==> config.mk <==
export PLATFORM = sky130hd
export DESIGN_NAME = assoc_cache
export DESIGN_NICKNAME = d
export VERILOG_FILES = /design/src/rtl/assoc_cache.sv
export SDC_FILE = /design/constraint.sdc
export NUM_CORES = 1
export LEC_CHECK = 0
export CAP_MARGIN = 15
export CORE_MARGIN = 10
export CORE_UTILIZATION = 55
export DETAILED_ROUTE_END_ITERATION = 10
export PLACE_DENSITY = 0.72
export SLEW_MARGIN = 5
export SYNTH_ARGS = -nofsm -noshare
export SYNTH_HDL_FRONTEND = slang
export SYNTH_SLANG_ARGS = --single-unit
==> constraint.sdc <==
create_clock -name clk -period 4.54 [get_ports clk]
set_clock_uncertainty 0.05 [all_clocks]
set_input_delay 0.454 -clock clk [delete_from_list [all_inputs] [get_ports clk]]
set_output_delay 0.454 -clock clk [all_outputs]
set_load 0.02 [all_outputs]
==> src/rtl/assoc_cache.sv <==
// -----------------------------------------------------------------------------
// assoc_cache
//   Fully-associative write-back / write-allocate cache with true-LRU
//   replacement, placed between a processor data port and RAM. Both sides use
//   a req/ack handshake, so RAM latency is arbitrary. Only dirty victims are
//   written back. One word per line; the full address is the tag.
//
// Parameters
//   D_WIDTH  data width
//   A_WIDTH  address width
//   ENTRIES  line count (power of two, 2..16)
//
// Ports
//   clk        clock, all state on posedge
//   clr        asynchronous active-high reset
//   cpu_req    request strobe (sampled only in IDLE while cpu_ack is low)
//   cpu_rw     1 = read, 0 = write
//   cpu_addr   request address
//   cpu_wdata  write data
//   cpu_ack    one-cycle completion pulse
//   cpu_rdata  read data, valid with cpu_ack, held until the next ack
//   mem_req    RAM request, held until mem_ack
//   mem_rw     1 = read (fill), 0 = write (write-back)
//   mem_addr   RAM address
//   mem_wdata  write-back data
//   mem_ack    RAM completion pulse; mem_rdata valid with it
//   mem_rdata  fill data
//
// Optional build macro
//   CACHE_STATS_EN  adds hit_cnt[15:0] / miss_cnt[15:0] saturating counters,
//                   bumped once per accepted request at its first lookup.
// -----------------------------------------------------------------------------
module assoc_cache #(
  parameter int D_WIDTH = 8,
  parameter int A_WIDTH = 8,
  parameter int ENTRIES = 4
) (
  input  logic               clk,
  input  logic               clr,
  input  logic               cpu_req,
  input  logic               cpu_rw,
  input  logic [A_WIDTH-1:0] cpu_addr,
  input  logic [D_WIDTH-1:0] cpu_wdata,
  output logic               cpu_ack,
  output logic [D_WIDTH-1:0] cpu_rdata,
  output logic               mem_req,
  output logic               mem_rw,
  output logic [A_WIDTH-1:0] mem_addr,
  output logic [D_WIDTH-1:0] mem_wdata,
  input  logic               mem_ack,
  input  logic [D_WIDTH-1:0] mem_rdata
`ifdef CACHE_STATS_EN
  ,
  output logic [15:0]        hit_cnt,
  output logic [15:0]        miss_cnt
`endif
);

  localparam int IDX_W = $clog2(ENTRIES);

  typedef enum logic [1:0] {S_IDLE, S_TAG, S_WB, S_FILL} state_t;

  state_t               state_q, state_d;
  logic                 rw_q, rw_d;
  logic [A_WIDTH-1:0]   addr_q, addr_d;
  logic [D_WIDTH-1:0]   wdata_q, wdata_d;
  logic [IDX_W-1:0]     victim_q, victim_d;

  logic [ENTRIES-1:0]   valid_q, valid_d;
  logic [ENTRIES-1:0]   dirty_q, dirty_d;
  logic [D_WIDTH-1:0]   data_q [ENTRIES];
  logic [D_WIDTH-1:0]   data_d [ENTRIES];
  logic [A_WIDTH-1:0]   tag_q  [ENTRIES];
  logic [A_WIDTH-1:0]   tag_d  [ENTRIES];
  logic [IDX_W-1:0]     age_q  [ENTRIES];
  logic [IDX_W-1:0]     age_d  [ENTRIES];

  logic                 cpu_ack_q, cpu_ack_d;
  logic [D_WIDTH-1:0]   cpu_rdata_q, cpu_rdata_d;
  logic                 mem_req_q, mem_req_d;
  logic                 mem_rw_q, mem_rw_d;
  logic [A_WIDTH-1:0]   mem_addr_q, mem_addr_d;
  logic [D_WIDTH-1:0]   mem_wdata_q, mem_wdata_d;

`ifdef CACHE_STATS_EN
  logic                 first_q, first_d;   // first lookup of the current request
  logic [15:0]          hit_cnt_q, hit_cnt_d;
  logic [15:0]          miss_cnt_q, miss_cnt_d;
`endif

  // Lookup and victim selection on the latched address.
  logic                 hit;
  logic [IDX_W-1:0]     hit_idx;
  logic                 inv_found;
  logic [IDX_W-1:0]     vict;

  always_comb begin
    hit       = 1'b0;
    hit_idx   = '0;
    inv_found = 1'b0;
    vict      = '0;
    for (int unsigned i = 0; i < ENTRIES; i++) begin
      if (valid_q[i] && (tag_q[i] == addr_q)) begin
        hit     = 1'b1;
        hit_idx = IDX_W'(i);
      end
    end
    for (int unsigned i = 0; i < ENTRIES; i++) begin
      if (!valid_q[i] && !inv_found) begin
        inv_found = 1'b1;
        vict      = IDX_W'(i);
      end
    end
    if (!inv_found) begin
      for (int unsigned i = 0; i < ENTRIES; i++) begin
        if (age_q[i] == '0) vict = IDX_W'(i);
      end
    end
  end

  always_comb begin
    state_d     = state_q;
    rw_d        = rw_q;
    addr_d      = addr_q;
    wdata_d     = wdata_q;
    victim_d    = victim_q;
    valid_d     = valid_q;
    dirty_d     = dirty_q;
    data_d      = data_q;
    tag_d       = tag_q;
    age_d       = age_q;
    cpu_ack_d   = 1'b0;
    cpu_rdata_d = cpu_rdata_q;
    mem_req_d   = mem_req_q;
    mem_rw_d    = mem_rw_q;
    mem_addr_d  = mem_addr_q;
    mem_wdata_d = mem_wdata_q;
`ifdef CACHE_STATS_EN
    first_d     = first_q;
    hit_cnt_d   = hit_cnt_q;
    miss_cnt_d  = miss_cnt_q;
`endif

    unique case (state_q)
      S_IDLE: begin
        if (cpu_req && !cpu_ack_q) begin
          rw_d    = cpu_rw;
          addr_d  = cpu_addr;
          wdata_d = cpu_wdata;
          state_d = S_TAG;
`ifdef CACHE_STATS_EN
          first_d = 1'b1;
`endif
        end
      end

      S_TAG: begin
`ifdef CACHE_STATS_EN
        first_d = 1'b0;
        if (first_q) begin
          if (hit) begin
            if (hit_cnt_q != 16'hFFFF) hit_cnt_d = hit_cnt_q + 16'd1;
          end else begin
            if (miss_cnt_q != 16'hFFFF) miss_cnt_d = miss_cnt_q + 16'd1;
          end
        end
`endif
        if (hit) begin
          if (rw_q) begin
            cpu_rdata_d = data_q[hit_idx];
          end else begin
            data_d[hit_idx]  = wdata_q;
            dirty_d[hit_idx] = 1'b1;
          end
          // Promote the hit line to most recent; younger lines age by one.
          for (int unsigned i = 0; i < ENTRIES; i++) begin
            if (age_q[i] > age_q[hit_idx]) age_d[i] = age_q[i] - IDX_W'(1);
          end
          age_d[hit_idx] = IDX_W'(ENTRIES - 1);
          cpu_ack_d      = 1'b1;
          state_d        = S_IDLE;
        end else begin
          victim_d  = vict;
          mem_req_d = 1'b1;
          if (valid_q[vict] && dirty_q[vict]) begin
            mem_rw_d    = 1'b0;
            mem_addr_d  = tag_q[vict];
            mem_wdata_d = data_q[vict];
            state_d     = S_WB;
          end else begin
            mem_rw_d    = 1'b1;
            mem_addr_d  = addr_q;
            mem_wdata_d = '0;
            state_d     = S_FILL;
          end
        end
      end

      S_WB: begin
        if (mem_req_q && mem_ack) begin
          dirty_d[victim_q] = 1'b0;
          mem_req_d         = 1'b0;
          state_d           = S_FILL;
        end
      end

      S_FILL: begin
        // Arriving from WB the request is low for one cycle so that mem_*
        // never changes while mem_req is high.
        if (!mem_req_q) begin
          mem_req_d   = 1'b1;
          mem_rw_d    = 1'b1;
          mem_addr_d  = addr_q;
          mem_wdata_d = '0;
        end else if (mem_ack) begin
          data_d[victim_q]  = mem_rdata;
          tag_d[victim_q]   = addr_q;
          valid_d[victim_q] = 1'b1;
          dirty_d[victim_q] = 1'b0;
          mem_req_d         = 1'b0;
          state_d           = S_TAG;
        end
      end

      default: state_d = S_IDLE;
    endcase
  end

  always_ff @(posedge clk or posedge clr) begin
    if (clr) begin
      state_q     <= S_IDLE;
      rw_q        <= 1'b0;
      addr_q      <= '0;
      wdata_q     <= '0;
      victim_q    <= '0;
      valid_q     <= '0;
      dirty_q     <= '0;
      for (int unsigned i = 0; i < ENTRIES; i++) begin
        data_q[i] <= '0;
        tag_q[i]  <= '0;
        age_q[i]  <= IDX_W'(i);
      end
      cpu_ack_q   <= 1'b0;
      cpu_rdata_q <= '0;
      mem_req_q   <= 1'b0;
      mem_rw_q    <= 1'b0;
      mem_addr_q  <= '0;
      mem_wdata_q <= '0;
`ifdef CACHE_STATS_EN
      first_q     <= 1'b0;
      hit_cnt_q   <= '0;
      miss_cnt_q  <= '0;
`endif
    end else begin
      state_q     <= state_d;
      rw_q        <= rw_d;
      addr_q      <= addr_d;
      wdata_q     <= wdata_d;
      victim_q    <= victim_d;
      valid_q     <= valid_d;
      dirty_q     <= dirty_d;
      data_q      <= data_d;
      tag_q       <= tag_d;
      age_q       <= age_d;
      cpu_ack_q   <= cpu_ack_d;
      cpu_rdata_q <= cpu_rdata_d;
      mem_req_q   <= mem_req_d;
      mem_rw_q    <= mem_rw_d;
      mem_addr_q  <= mem_addr_d;
      mem_wdata_q <= mem_wdata_d;
`ifdef CACHE_STATS_EN
      first_q     <= first_d;
      hit_cnt_q   <= hit_cnt_d;
      miss_cnt_q  <= miss_cnt_d;
`endif
    end
  end

  assign cpu_ack   = cpu_ack_q;
  assign cpu_rdata = cpu_rdata_q;
  assign mem_req   = mem_req_q;
  assign mem_rw    = mem_rw_q;
  assign mem_addr  = mem_addr_q;
  assign mem_wdata = mem_wdata_q;
`ifdef CACHE_STATS_EN
  assign hit_cnt   = hit_cnt_q;
  assign miss_cnt  = miss_cnt_q;
`endif

endmodule
==> summary.md, run 1 <==
| Metric | Value |
|---|---|
| Outcome | `finished, final reports clean` |
| Drc violations | `0` |
| Ys async rst share | `1.00` |
| Worst Max-Slew Pin Slew | `1.05 ns` |
| Synth Area in Simple Gates | `0.116` |
| Worst path most repeated cell | `o21ai_0` |
| Final Max Tran Viols | `0` |
| Levels on crit path | `12` |
| Seq cells post-synth | `128` |
| Crit. End Element | `register` |
| GR Util met3 | `0.0598` |
| Die H | `133 um` |
| Clock latency on the worst-skew pair | `0.42 ns` |
| RSZ-0062 raised after global routing | `no` |
| Critical path arrival | `3.62 ns` |
| Slowest stage delay, CP | `0.50 ns` |
| Final setup fails | `0` |
| Crit share post-route | `0.743` |
| Distinct cells, synth | `61` |
| Hold depth | `2` |
| WS Path Type | `register to register` |
| Routed Antenna Nets | `0` |
| Hold WC Path Type | `register to register` |
| Post-Layout Cell Count | `869` |
| Vias in the first global route | `5537` |
| TritonCTS Sinks | `128` |
| Dpl ws | `1.24 ns` |
| Post-synth top flop | `dfrtp_1` |
| Synth area leaders | `dfrtp_1 44%, mux2_2 8.2%, mux4_2 4.8%, xnor2_1 4.0%, a21oi_1 3.4%` |
| CP startpoint kind | `register` |
| CTS tree | `yes` |
| Setup Buffers After CTS | `0` |
| Mapped Cells | `637` |
| Detailed Route Iter0 Violations | `584` |
| Met2 usage in global routing | `0.352` |
| Die W | `133 um` |
| Mapped Avg Cell Area | `11.0 sq um` |
| Filler Cells Inserted | `997` |
| WP buf/inv | `0` |
| Critical path peak fanout | `10` |
| Met1 Usage GRT | `0.254` |
| Largest family of logic cells by synthesized area | `compound AO/OA/AOI/OAI gates` |
| # Max-Cap Violations | `0` |
| # resized after CTS | `0` |
| GRT Overall Usage | `0.209` |
| Hold WS | `0.424 ns` |
| Post-synthesis mux area share | `0.150` |
| Die area | `17600 sq um` |
| Cell Chain, Critical Path | `xnor2_1 -> nand4_1 -> or3_1 -> nand2_1 -> nor2_1 -> a22oi_1 -> o21ai_0 -> ha_1 -> nor2b_1 -> o21ai_0 -> nor3b_1 -> a21oi_1` |
| Initial antenna violation count | `0` |
| Seq/Total Area, Yosys | `0.460` |
| GPL Wtd Cong | `0.906` |
| DR vias/cell | `6.12` |
| Largest net degree at the start of global routing | `55` |
| Mapped cell area | `6980 sq um` |
| Area occupied by multi-input gates | `3500 sq um` |
| Syn_nets | `682` |
| Final HPWL DP | `12.4 mm` |
| DRT Pass-1 Iters | `8` |
| Yosys warning count | `0` |
| Achievable Freq | `0.296 GHz` |
| Gr ovfl total | `0` |
| Final worst slack | `1.17 ns` |
| # diodes | `0` |
| H-tree depth | `4` |
| Cell area power density | `825 nW/um^2` |
| Slowest CP cell | `dfrtp_1` |
| DRT Wirelength | `18.1 mm` |
| Share of cells above drive strength 1 | `0.192` |
| Post-Synth XOR/XNOR Area | `0.0402` |
| Core ar. | `12500 sq um` |
| Post-Synth Adder-Cell Area | `0.0287` |
| Yosys top cell area share | `0.445` |
| Slew headroom | `0.299` |
| Clock Root Buffer | `clkbuf_16` |
| Commonest non-fill, non-tap cell in the layout | `dfrtp_1` |
| # rows | `41` |
| First-pass GRT wire length | `29.5 mm` |
| Layout area overhead | `17.6%` |
| # IOs | `56` |
| Worst-path clk slew | `0.06 ns` |
| Compound-cell area share of the yosys netlist | `0.166` |
| Starting density of the core | `0.557` |
| Post-synth EDFFs | `0` |
| Peak VDD IR | `518 uV` |
| Crit-path leading delay family | `simple AND/OR/NAND/NOR gates` |
| Leakage dissipation | `0.00343 uW` |
| PortBufs | `55` |
| Number of instances in the placed design | `837` |
| Final #Nets | `729` |
| Synth area leader | `dfrtp_1` |
| GRT Max-Usage Layer | `met2` |
| Routed WL per cell | `20.9 um` |
| CTS Buf Count | `17` |
| Worst r2r path cells | `12` |
| Final TNS setup | `0 ns` |
| Hold-fix buffers, CTS | `0` |
| Fin crit period | `3.37 ns` |
| Most frequent cells in the layout | `124 x dfrtp_1, 55 x clkdlybuf4s50_1, 51 x mux2_2` |
| Hold Violations, Final | `0` |
| Sequential Area | `3210 sq um` |
| Critical path required time | `4.79 ns` |
| Maximum clock path buffer count | `2` |
| Via count | `5314` |
[final timing paths]
path | start | slack (ns) | end
worst max-delay path | addr_q[0] | 1.17 | age_q[6]
worst max register to register | addr_q[0] | 1.17 | age_q[6]
max in group asynchronous | clr | 3.02 | age_q[3]
min in group asynchronous | clr | 0.44 | addr_q[7]
worst min register to register | mem_wdata[6] | 0.42 | mem_wdata[6]
worst min-delay path | mem_wdata[6] | 0.42 | mem_wdata[6]
[worst reg2reg max path, stage by stage (launching register included)]
cell     delay, ns
dfrtp_1       0.50
xnor2_1       0.31
nand4_1       0.20
or3_1         0.48
nand2_1       0.18
nor2_1        0.11
a22oi_1       0.16
o21ai_0       0.24
ha_1          0.40
nor2b_1       0.12
o21ai_0       0.10
nor3b_1       0.27
a21oi_1       0.13
[cell usage after synthesis (8+ instances only)]
| master | n |
|---|---|
| o2bb2ai_1 | 23 |
| mux4_2 | 15 |
| a21oi_1 | 48 |
| a211oi_1 | 8 |
| o21ai_0 | 16 |
| buf_4 | 11 |
| clkbuf_1 | 14 |
| dfrtp_1 | 124 |
| ha_1 | 16 |
| mux2i_1 | 12 |
| inv_1 | 20 |
| nand2_1 | 48 |
| mux2_2 | 51 |
| nand3_1 | 16 |
| a22oi_1 | 26 |
| buf_2 | 10 |
| nor2_1 | 47 |
| xnor2_1 | 32 |
| nor2b_1 | 9 |
[layer usage]
metal,up-vias,share of wire
li1,2421,-
met1,2672,0.42
met2,184,0.49
met3,37,0.065
met4,0,0.020
met5,-,0
[state kept, by name, summed over array words and instances, names as in the netlist, 4 cells and up]
signal and flops:
data_q 32, tag_q 32, cpu_rdata 8, mem_addr 8, dirty_q 4, valid_q 4, addr_q 8, mem_wdata 8
age_q 8, wdata_q 8
[report_power, final]
group | internal, uW | switching (uW)
Sequential | 1660 | 547
Clock | 832 | 502
Combinational | 1480 | 1750
[through the flow]
stage / total power, uW / instance area (sq um) / utilization
2_1_floorplan: 4500 / 6980 / -
3_3_place_gp: 5310 / 7630 / 0.610
3_5_place_dp: 5420 / 7630 / 0.610
4_1_cts: 6770 / 8210 / 0.656
5_1_grt: 7200 / 8210 / 0.656
6_report: 6770 / 8210 / 0.656
[cell families (layout without fill, tap and decap cells)]
| kind of cell | count (synthesis) | in the layout |
|---|---|---|
| AOI/OAI and AO/OA | 163 | 163 |
| and+or+nand+nor | 161 | 161 |
| buffers and inverters | 58 | 118 |
| xor gates and xnor gates | 32 | 32 |
| DFF | 128 | 128 |
| muxes | 79 | 79 |
| adders and majority gates | 16 | 16 |
[final cells by class]
type,instances,area share
clock inverters,10,0.0136
flip-flops and latches,128,0.391
repair buffers,66,0.0771
clock buffers,22,0.0566
well taps,172,0.0262
inverters,20,0.00945
multi-input cells,451,0.426
Note: power is estimated with default switching activity, not from simulation.
==> run 2: changes to the inputs <==
Settings changed: CORE_UTILIZATION 55 to 53, PLACE_DENSITY 0.72 to 0.73.
Clock period 4.54 ns to 3.1 ns, I/O delays scaled along.
==> summary.md, run 2 (same netlist as run 1, synthesis figures left out) <==
| Metric | Value |
|---|---|
| DRT Wirelength | `18.7 mm (+2.9%)` |
| # resized after CTS | `0 (unchanged)` |
| Vias in the first global route | `5387 (-2.7%)` |
| Fin crit period | `2.97 ns (-0.405 ns)` |
| Final setup fails | `0 (unchanged)` |
| Starting density of the core | `0.546 (-0.0112)` |
| Critical path required time | `3.34 ns (-1.45 ns)` |
| DRT Pass-1 Iters | `5 (-3)` |
| Clock Root Buffer | `clkbuf_16` |
| Die H | `135 um (+1.6%)` |
| Final core occ | `0.670 (+0.0147)` |
| Via count | `5407 (+1.8%)` |
| Cell area power density | `1230 nW/um^2 (+49%)` |
| GRT Overall Usage | `0.207 (-0.00176)` |
| Gr ovfl total | `0 (unchanged)` |
| Leakage dissipation | `0.00364 uW (+6.2%)` |
| Worst r2r path cells | `13 (+1)` |
| Worst-path clk slew | `0.06 ns (about the same)` |
| Die W | `135 um (+1.6%)` |
| Core ar. | `12800 sq um (+2.0%)` |
| Largest net degree at the start of global routing | `129 (+130%)` |
| Hold-fix buffers, CTS | `0 (unchanged)` |
| Clock latency on the worst-skew pair | `0.42 ns (about the same)` |
| Detailed Route Iter0 Violations | `568 (-2.7%)` |
| FF-to-FF setup slack | `0.13 ns (-1.04 ns)` |
| Final Max Tran Viols | `0 (unchanged)` |
| CP startpoint kind | `register` |
| Outcome | `finished, final reports clean` |
| Final HPWL DP | `13.0 mm (+4.6%)` |
| H-tree depth | `4 (unchanged)` |
| CTS Buf Count | `17 (unchanged)` |
| Hold WC Path Type | `input port to async pin` |
| Share of cells above drive strength 1 | `0.236 (+0.0433)` |
| Achievable Freq | `0.337 GHz (+14%)` |
| First-pass GRT wire length | `29.6 mm (+0.28%)` |
| Critical path arrival | `3.21 ns (-0.41 ns)` |
| Routed WL per cell | `20.8 um (-0.41%)` |
| # diodes | `0 (unchanged)` |
| Worst Max-Slew Pin Slew | `1.05 ns (-0.000563 ns)` |
| Initial antenna violation count | `0 (unchanged)` |
| Setup Buffers After CTS | `0 (unchanged)` |
| Hold Violations, Final | `0 (unchanged)` |
| Slew headroom | `0.297 (-0.00212)` |
| Crit share post-route | `0.958 (+0.215)` |
| # IOs | `56 (unchanged)` |
| # rows | `41 (unchanged)` |
| PortBufs | `55 (unchanged)` |
| WS Path Type | `register to register` |
| Crit. End Element | `register` |
| Drc violations | `0 (unchanged)` |
| Commonest non-fill, non-tap cell in the layout | `dfrtp_1` |
| Critical path peak fanout | `7 (-3)` |
| CTS tree | `yes` |
| Layout area overhead | `22.7%` |
| Maximum clock path buffer count | `2 (unchanged)` |
| Final TNS setup | `0 ns (unchanged)` |
| GPL Wtd Cong | `0.897 (-0.95%)` |
| Peak VDD IR | `759 uV (+47%)` |
| Largest regs | `data_q x32, tag_q x32` |
| # Max-Cap Violations | `0 (unchanged)` |
| Final #Nets | `758 (+4.0%)` |
| Filler Cells Inserted | `937 (-6.0%)` |
| Die area | `18200 sq um (+3.2%)` |
| TritonCTS Sinks | `128 (unchanged)` |
| DR vias/cell | `6.02 (-1.5%)` |
| Routed Antenna Nets | `0 (unchanged)` |
| Most frequent cells in the layout | `124 x dfrtp_1, 55 x clkdlybuf4s50_1, 51 x mux2_2` |
-- run 2: area by class of cell --
class / count / area (sq um) / share of cell area
inverter: 20 / 78.8 / 0.00920
multi-input combinational: 451 / 3530 / 0.412
timing repair buffer: 95 / 876 / 0.102
tap: 172 / 215 / 0.0251
sequential: 128 / 3210 / 0.375
clock buffer: 23 / 508 / 0.0593
clock inverter: 9 / 151 / 0.0177
-- run 2: report_power, final --
group / switching (uW) / internal, uW / total [uW]
logic: 2730 / 2440 / 5170
clock network: 743 / 1470 / 2220
registers: 742 / 2430 / 3170
total: 4210 / 6350 / 10600
-- run 2: layer usage --
metal / up-vias / wire length [um] / part of all wire / global-route usage
li1: 2484 / - / - / -
met1: 2709 / 7880 / 0.42 / 0.258
met5: - / 0 / 0 / 0
met3: 25 / 1120 / 0.060 / 0.0504
met4: 0 / 269 / 0.014 / 0.0617
met2: 189 / 9400 / 0.50 / 0.348
-- run 2: critical path, stage by stage (launching register included) --
cell and delay [ns]:
dfrtp_1 0.42, xnor2_1 0.27, nand4_1 0.19, or3_4 0.41
nand2_1 0.09, nor2_1 0.10, a22oi_1 0.14, o21ai_0 0.10
buf_4 0.17, ha_1 0.28, nor2b_1 0.11, o21ai_0 0.10
nor3b_1 0.26, a22oi_1 0.14
-- run 2: worst paths after layout --
check,startpoint,end
max,addr_q[5],age_q[5]
min reg2reg,mem_wdata[7],mem_wdata[7]
max reg2reg,addr_q[5],age_q[5]
min in group clk,mem_wdata[7],mem_wdata[7]
max in group asynchronous,clr,rw_q
min,clr,tag_q[7]
-- run 2: per-stage QoR --
stage	area, sq um	power (uW)	std cells	setup WS (ns)	hold WS (ns)
global placement	7880	8040	866	0.205	0.407
detailed placement	7880	8250	866	0.0765	0.413
CTS	8540	10500	898	0.0582	0.427
finish	8560	10600	898	0.131	0.318
global route	8560	11200	898	-0.00754	0.447
floorplan	6980	6580	637	0.255	0.357
